[src/rtl/axi4_lite_master_rw.sv]
// axi4_lite_master_rw
// Single-outstanding AXI4-Lite master. Accepts one core request (read or
// write) at a time from a fetch/LSU stage, runs it on the AXI4-Lite channels
// and returns a one-cycle response pulse with data and the AXI response code.
//
// Ports
//   iClock, iResetN        clock (rising edge), async active-low reset
//   iReq*                  core request: valid/ready handshake, write flag,
//                          address, write data, byte strobes
//   oResp*                 one-cycle response pulse, read data (0 on write),
//                          RRESP/BRESP code
//   pAXI4_ar_* / r_*       read address / read data channels
//   pAXI4_aw_* / w_* / b_* write address / write data / write response
//
// state     | meaning
// ----------+-------------------------------------------------------------
// S_IDLE    | ready for a request; latches addr/data/mask on acceptance
// S_RD_ADDR | ar_valid high until the AR handshake
// S_RD_DATA | r_ready high until the R handshake; captures data and RRESP
// S_WR_REQ  | aw_valid / w_valid, each dropped after its own handshake
// S_WR_RESP | b_ready high until the B handshake; captures BRESP
// S_RESP    | oRespValid pulse for one cycle, then back to S_IDLE
module axi4_lite_master_rw #(
    parameter int ADDR_WIDTH = 32,
    parameter int DATA_WIDTH = 32,
    parameter int MASK_WIDTH = DATA_WIDTH / 8,
    parameter int RESP_WIDTH = 2
) (
    input  logic                  iClock,
    input  logic                  iResetN,

    input  logic                  iReqValid,
    output logic                  oReqReady,
    input  logic                  iReqWrite,
    input  logic [ADDR_WIDTH-1:0] iReqAddr,
    input  logic [DATA_WIDTH-1:0] iReqData,
    input  logic [MASK_WIDTH-1:0] iReqMask,

    output logic                  oRespValid,
    output logic [DATA_WIDTH-1:0] oRespData,
    output logic [RESP_WIDTH-1:0] oRespCode,

    input  logic                  pAXI4_ar_ready,
    output logic                  pAXI4_ar_valid,
    output logic [ADDR_WIDTH-1:0] pAXI4_ar_bits_addr,

    input  logic                  pAXI4_r_valid,
    input  logic [DATA_WIDTH-1:0] pAXI4_r_bits_data,
    input  logic [RESP_WIDTH-1:0] pAXI4_r_bits_resp,
    output logic                  pAXI4_r_ready,

    input  logic                  pAXI4_aw_ready,
    output logic                  pAXI4_aw_valid,
    output logic [ADDR_WIDTH-1:0] pAXI4_aw_bits_addr,

    input  logic                  pAXI4_w_ready,
    output logic                  pAXI4_w_valid,
    output logic [DATA_WIDTH-1:0] pAXI4_w_bits_data,
    output logic [MASK_WIDTH-1:0] pAXI4_w_bits_strb,

    input  logic                  pAXI4_b_valid,
    input  logic [RESP_WIDTH-1:0] pAXI4_b_bits_resp,
    output logic                  pAXI4_b_ready
);

    if (DATA_WIDTH != 32 && DATA_WIDTH != 64) begin : g_bad_width
        $error("axi4_lite_master_rw: DATA_WIDTH must be 32 or 64");
    end

    typedef enum logic [2:0] {
        S_IDLE    = 3'd0,
        S_RD_ADDR = 3'd1,
        S_RD_DATA = 3'd2,
        S_WR_REQ  = 3'd3,
        S_WR_RESP = 3'd4,
        S_RESP    = 3'd5
    } state_t;

    state_t state;
    state_t state_nxt;

    logic [ADDR_WIDTH-1:0] addr_q;
    logic [DATA_WIDTH-1:0] data_q;
    logic [MASK_WIDTH-1:0] mask_q;
    logic                  aw_done;
    logic                  w_done;
    logic [DATA_WIDTH-1:0] resp_data_q;
    logic [RESP_WIDTH-1:0] resp_code_q;

    logic accept;
    logic ar_hs;
    logic r_hs;
    logic aw_hs;
    logic w_hs;
    logic b_hs;

    assign accept = (state == S_IDLE) && iReqValid;
    assign ar_hs  = pAXI4_ar_valid && pAXI4_ar_ready;
    assign r_hs   = pAXI4_r_valid  && pAXI4_r_ready;
    assign aw_hs  = pAXI4_aw_valid && pAXI4_aw_ready;
    assign w_hs   = pAXI4_w_valid  && pAXI4_w_ready;
    assign b_hs   = pAXI4_b_valid  && pAXI4_b_ready;

    // State register
    always_ff @(posedge iClock or negedge iResetN) begin
        if (!iResetN) begin
            state <= S_IDLE;
        end else begin
            state <= state_nxt;
        end
    end

    // Next-state logic
    always_comb begin
        state_nxt = state;
        case (state)
            S_IDLE: begin
                if (iReqValid) begin
                    state_nxt = iReqWrite ? S_WR_REQ : S_RD_ADDR;
                end
            end
            S_RD_ADDR: begin
                if (ar_hs) state_nxt = S_RD_DATA;
            end
            S_RD_DATA: begin
                if (r_hs) state_nxt = S_RESP;
            end
            S_WR_REQ: begin
                // A channel counts as finished if it completed earlier or
                // completes on this edge; covers either order and same-cycle.
                if ((aw_done || aw_hs) && (w_done || w_hs)) begin
                    state_nxt = S_WR_RESP;
                end
            end
            S_WR_RESP: begin
                if (b_hs) state_nxt = S_RESP;
            end
            S_RESP: begin
                state_nxt = S_IDLE;
            end
            default: begin
                state_nxt = S_IDLE;
            end
        endcase
    end

    // Output logic: valids/readies are decoded from state and done flags only,
    // never from the slave's ready/valid inputs.
    always_comb begin
        oReqReady      = 1'b0;
        pAXI4_ar_valid = 1'b0;
        pAXI4_r_ready  = 1'b0;
        pAXI4_aw_valid = 1'b0;
        pAXI4_w_valid  = 1'b0;
        pAXI4_b_ready  = 1'b0;
        oRespValid     = 1'b0;
        case (state)
            S_IDLE:    oReqReady      = 1'b1;
            S_RD_ADDR: pAXI4_ar_valid = 1'b1;
            S_RD_DATA: pAXI4_r_ready  = 1'b1;
            S_WR_REQ: begin
                pAXI4_aw_valid = !aw_done;
                pAXI4_w_valid  = !w_done;
            end
            S_WR_RESP: pAXI4_b_ready  = 1'b1;
            S_RESP:    oRespValid     = 1'b1;
            default: begin
                oReqReady = 1'b0;
            end
        endcase
    end

    // Request latch, per-channel done flags and response capture
    always_ff @(posedge iClock or negedge iResetN) begin
        if (!iResetN) begin
            addr_q      <= '0;
            data_q      <= '0;
            mask_q      <= '0;
            aw_done     <= 1'b0;
            w_done      <= 1'b0;
            resp_data_q <= '0;
            resp_code_q <= '0;
        end else begin
            if (accept) begin
                addr_q  <= iReqAddr;
                data_q  <= iReqData;
                mask_q  <= iReqMask;
                aw_done <= 1'b0;
                w_done  <= 1'b0;
            end
            if (aw_hs) aw_done <= 1'b1;
            if (w_hs)  w_done  <= 1'b1;
            if (r_hs) begin
                resp_data_q <= pAXI4_r_bits_data;
                resp_code_q <= pAXI4_r_bits_resp;
            end
            if (b_hs) begin
                resp_data_q <= '0;
                resp_code_q <= pAXI4_b_bits_resp;
            end
        end
    end

    assign pAXI4_ar_bits_addr = addr_q;
    assign pAXI4_aw_bits_addr = addr_q;
    assign pAXI4_w_bits_data  = data_q;
    assign pAXI4_w_bits_strb  = mask_q;
    assign oRespData          = resp_data_q;
    assign oRespCode          = resp_code_q;

endmodule

[config.mk]
export PLATFORM = sky130hd
export DESIGN_NAME = axi4_lite_master_rw
export DESIGN_NICKNAME = d
export VERILOG_FILES = /design/src/rtl/axi4_lite_master_rw.sv
export SDC_FILE = /design/constraint.sdc
export NUM_CORES = 1
export LEC_CHECK = 0
export CAP_MARGIN = 20
export CELL_PAD_IN_SITES_DETAIL_PLACEMENT = 0
export CELL_PAD_IN_SITES_GLOBAL_PLACEMENT = 1
export CORE_MARGIN = 3
export CORE_UTILIZATION = 31
export CTS_BUF_LIST = sky130_fd_sc_hd__clkbuf_16
export CTS_CLUSTER_DIAMETER = 60
export DETAILED_ROUTE_END_ITERATION = 8
export PLACE_DENSITY_LB_ADDON = 0.1
export REMOVE_ABC_BUFFERS = 1
export SLEW_MARGIN = 20
export SYNTH_ARGS = -nofsm -noshare
export SYNTH_HDL_FRONTEND = slang
export SYNTH_SLANG_ARGS = --single-unit
[constraint.sdc]
create_clock -name iClock -period 3.3 [get_ports iClock]
set_input_delay 0.66 -clock iClock [delete_from_list [all_inputs] [get_ports iClock]]
set_output_delay 0.66 -clock iClock [all_outputs]
set_load 0.01 [all_outputs]
==> out/metrics.cfg <==
[status]
status = finished, final reports clean

[timing]
max_freq_mhz = 385
report.final.slew_viol_count = 0
hold_viol_final = 0
setup_tns_ns = 0
rsz0062_at_grt = false
clock_skew_ns = 0.00357
worst_pin_slew_ns = 0.828
timing.hold.ws_ns = 0.410
layout_setup_ws_ns = 0.704
setup_viol_count_final = 0
relSlewSlack_pct = 44.8
fin_crit_ns = 2.60
fin_crit_sh_pct = 78.7

[placed_design]
gp_congestion = 0.752
dpl.hpwl_um = 8700
port_buffers = 253
preCtsSetupSlack_ns = 0.947
placed_cells = 676

[cells_and_area]
antenna_cells = 0
post-route-util_pct = 52.4
layout_commonest_cell = clkdlybuf4s50_1
final_cell_mix = 252 x clkdlybuf4s50_1, 107 x dfrtp_1, 59 x mux2_2
final_nets = 624
drive_above_1_share_pct = 15.3
syn_to_final_growth_pct = 63.1
final_cells = 692

[floorplanning]
io_pins = 254
die_x_um = 124
core_area_um2 = 13500
rows = 42
design.die.area_um2 = 15400
start_util_pct = 32.2
die_h_um = 124

[critical_path]
worstPathRequired_ns = 2.64
worstSetupPathType = reg2out
start_kind = flip-flop
r2r_start = state[0]$_DFFE_PN0P_
critPathLaunch = state[2]$_DFFE_PN0P_
crit_fanout = 11
arrival_ns = 1.94
end_kind = output pin
r2r_slack_ns = 1.46

[logic_synthesis]
synth_seq_area_share_pct = 61.9
yosysUniqueCellTypes = 29
synth-seq-cells = 107
syn_area_um2 = 4330
synth_top_cell_by_area = dfrtp_1
synth_area_leaders = dfrtp_1 62%, mux2_2 15%, a22o_1 6.9%, buf_4 6.4%, mux2_1 2.3%
postSynthCellCount = 293
avgSynthCellArea_um2 = 14.8
synth.yosys.warnings = 0
synth_top_cell_area_share_pct = 61.9

[detailed_routing]
vias = 3156
drt_iter0_markers = 100
drt_pass1_iterations = 4
viasPerCell = 4.56
detail-route-antenna-nets = 0
drc = 0
wirelength_um = 11700
wire_per_inst_um = 17.0

[cts]
clock_sinks = 107
clock_latency_ns = 0.33
cts-buffers-inserted = 9
cts_hold_buf = 0
path_clk_slew_ns = 0.07
cts_tree = built
clk_path_buf_depth = 2
postCtsSetupBuffers = 0
cts-root-buf = clkbuf_16
htreeDepth = 3
cts_resized = 0

[worst_hold_path]
hold_path_class = in2async

[global_route]
antenna_found_initial = 0
grt_util_all_layers_pct = 14.5
grt_pass1_wl_um = 17000
grt_pass1_vias = 3198
grt_start_max_net_pins = 70
overflow = 0

[flow_run]
max_cap_violations = 0

[power]
p_leak_nw = 2.95
p_per_area_nw_per_um2 = 960
ir_worst_vdd_mv = 0.348

-- cells by family after synthesis --
group	synth area share, %
DFF	61.9
AOI/OAI and AO/OA	9.51
buffers and inverters	8.47
and+or+nand+nor	2.43
muxes	17.7
-- layout make-up --
cell class	instances	area, µm²
multi-input cells	132	1280
well taps	176	220
flip-flops and latches	107	2680
fillers	1186	6400
repair buffers	256	2580
clock buffers	9	225
clock inverters	7	53.8
inverters	5	18.8
-- power by group --
part           total [mW]  switching [mW]  internal [mW]  leakage (nW)
Clock                1.02           0.450          0.574         0.152
Combinational        3.36            1.23           2.13          1.50
Sequential           2.39           0.436           1.95          1.30
Total                6.77            2.12           4.66          2.95
-- Yosys cell counts --
| cell type | n |
|---|---|
| clkbuf_1 | 2 |
| a21o_1 | 2 |
| a31oi_1 | 1 |
| a211oi_1 | 2 |
| mux2_1 | 9 |
| nor2b_1 | 1 |
| and4bb_1 | 1 |
| nand3b_1 | 1 |
| nor2_1 | 2 |
| nand2b_1 | 1 |
| inv_1 | 5 |
| and4bb_2 | 1 |
| mux2_2 | 59 |
| nor3_4 | 1 |
| buf_2 | 8 |
| a21oi_1 | 2 |
| nor3_1 | 5 |
| nor2_4 | 1 |
| o21ai_0 | 3 |
| dfrtp_1 | 107 |
| o2111ai_1 | 1 |
| o221ai_1 | 1 |
| a22o_1 | 34 |
| buf_6 | 2 |
| o21ba_2 | 1 |
| o31ai_1 | 1 |
| o2bb2ai_1 | 1 |
| buf_4 | 37 |
| a31o_2 | 1 |
-- metrics by stage --
stage                     total power [mW]  area (µm²)
after global routing                  7.23        7060
after detailed placement              5.83        6780
after floorplan                       3.69        3980
final                                 6.77        7060
after CTS                             6.89        7060
after global placement                5.79        6780
-- per-layer routing --
metal / vias up / share of wire (%) / track usage [%]
li1: 1457 / - / -
met1: 1526 / 40 / 17.8
met2: 162 / 48 / 23.3
met3: 11 / 11 / 5.72
met4: 0 / 1.2 / 5.13
met5: - / 0 / 0
-- critical path, cell delays in order, from the launching register on --
cell	delay, ns
dfrtp_1	0.56
inv_1	0.19
nor3_1	0.26
clkdlybuf4s50_1	0.58
-- flip-flops by register name, indices dropped and copies added, names as in the netlist --
register,count
oRespData,32
state,3
w_done,1
aw_done,1
pAXI4_w_bits_data,32
pAXI4_ar_bits_addr,32
oRespCode,2
pAXI4_w_bits_strb,4
-- path summary, 6_finish.rpt --
check,depth (start not counted),endpoint
worst min-delay path,1,pAXI4_ar_bits_addr[16]$_DFFE_PN0P_
max in group asynchronous,2,pAXI4_w_bits_data[12]$_DFFE_PN0P_
worst min register to register,1,oRespCode[1]$_DFFE_PN0P_
min in group iClock,1,oRespCode[1]$_DFFE_PN0P_
worst max-delay path,3,pAXI4_b_ready
worst max register to register,4,pAXI4_ar_bits_addr[31]$_DFFE_PN0P_
Note: power is estimated with default switching activity, not from simulation.
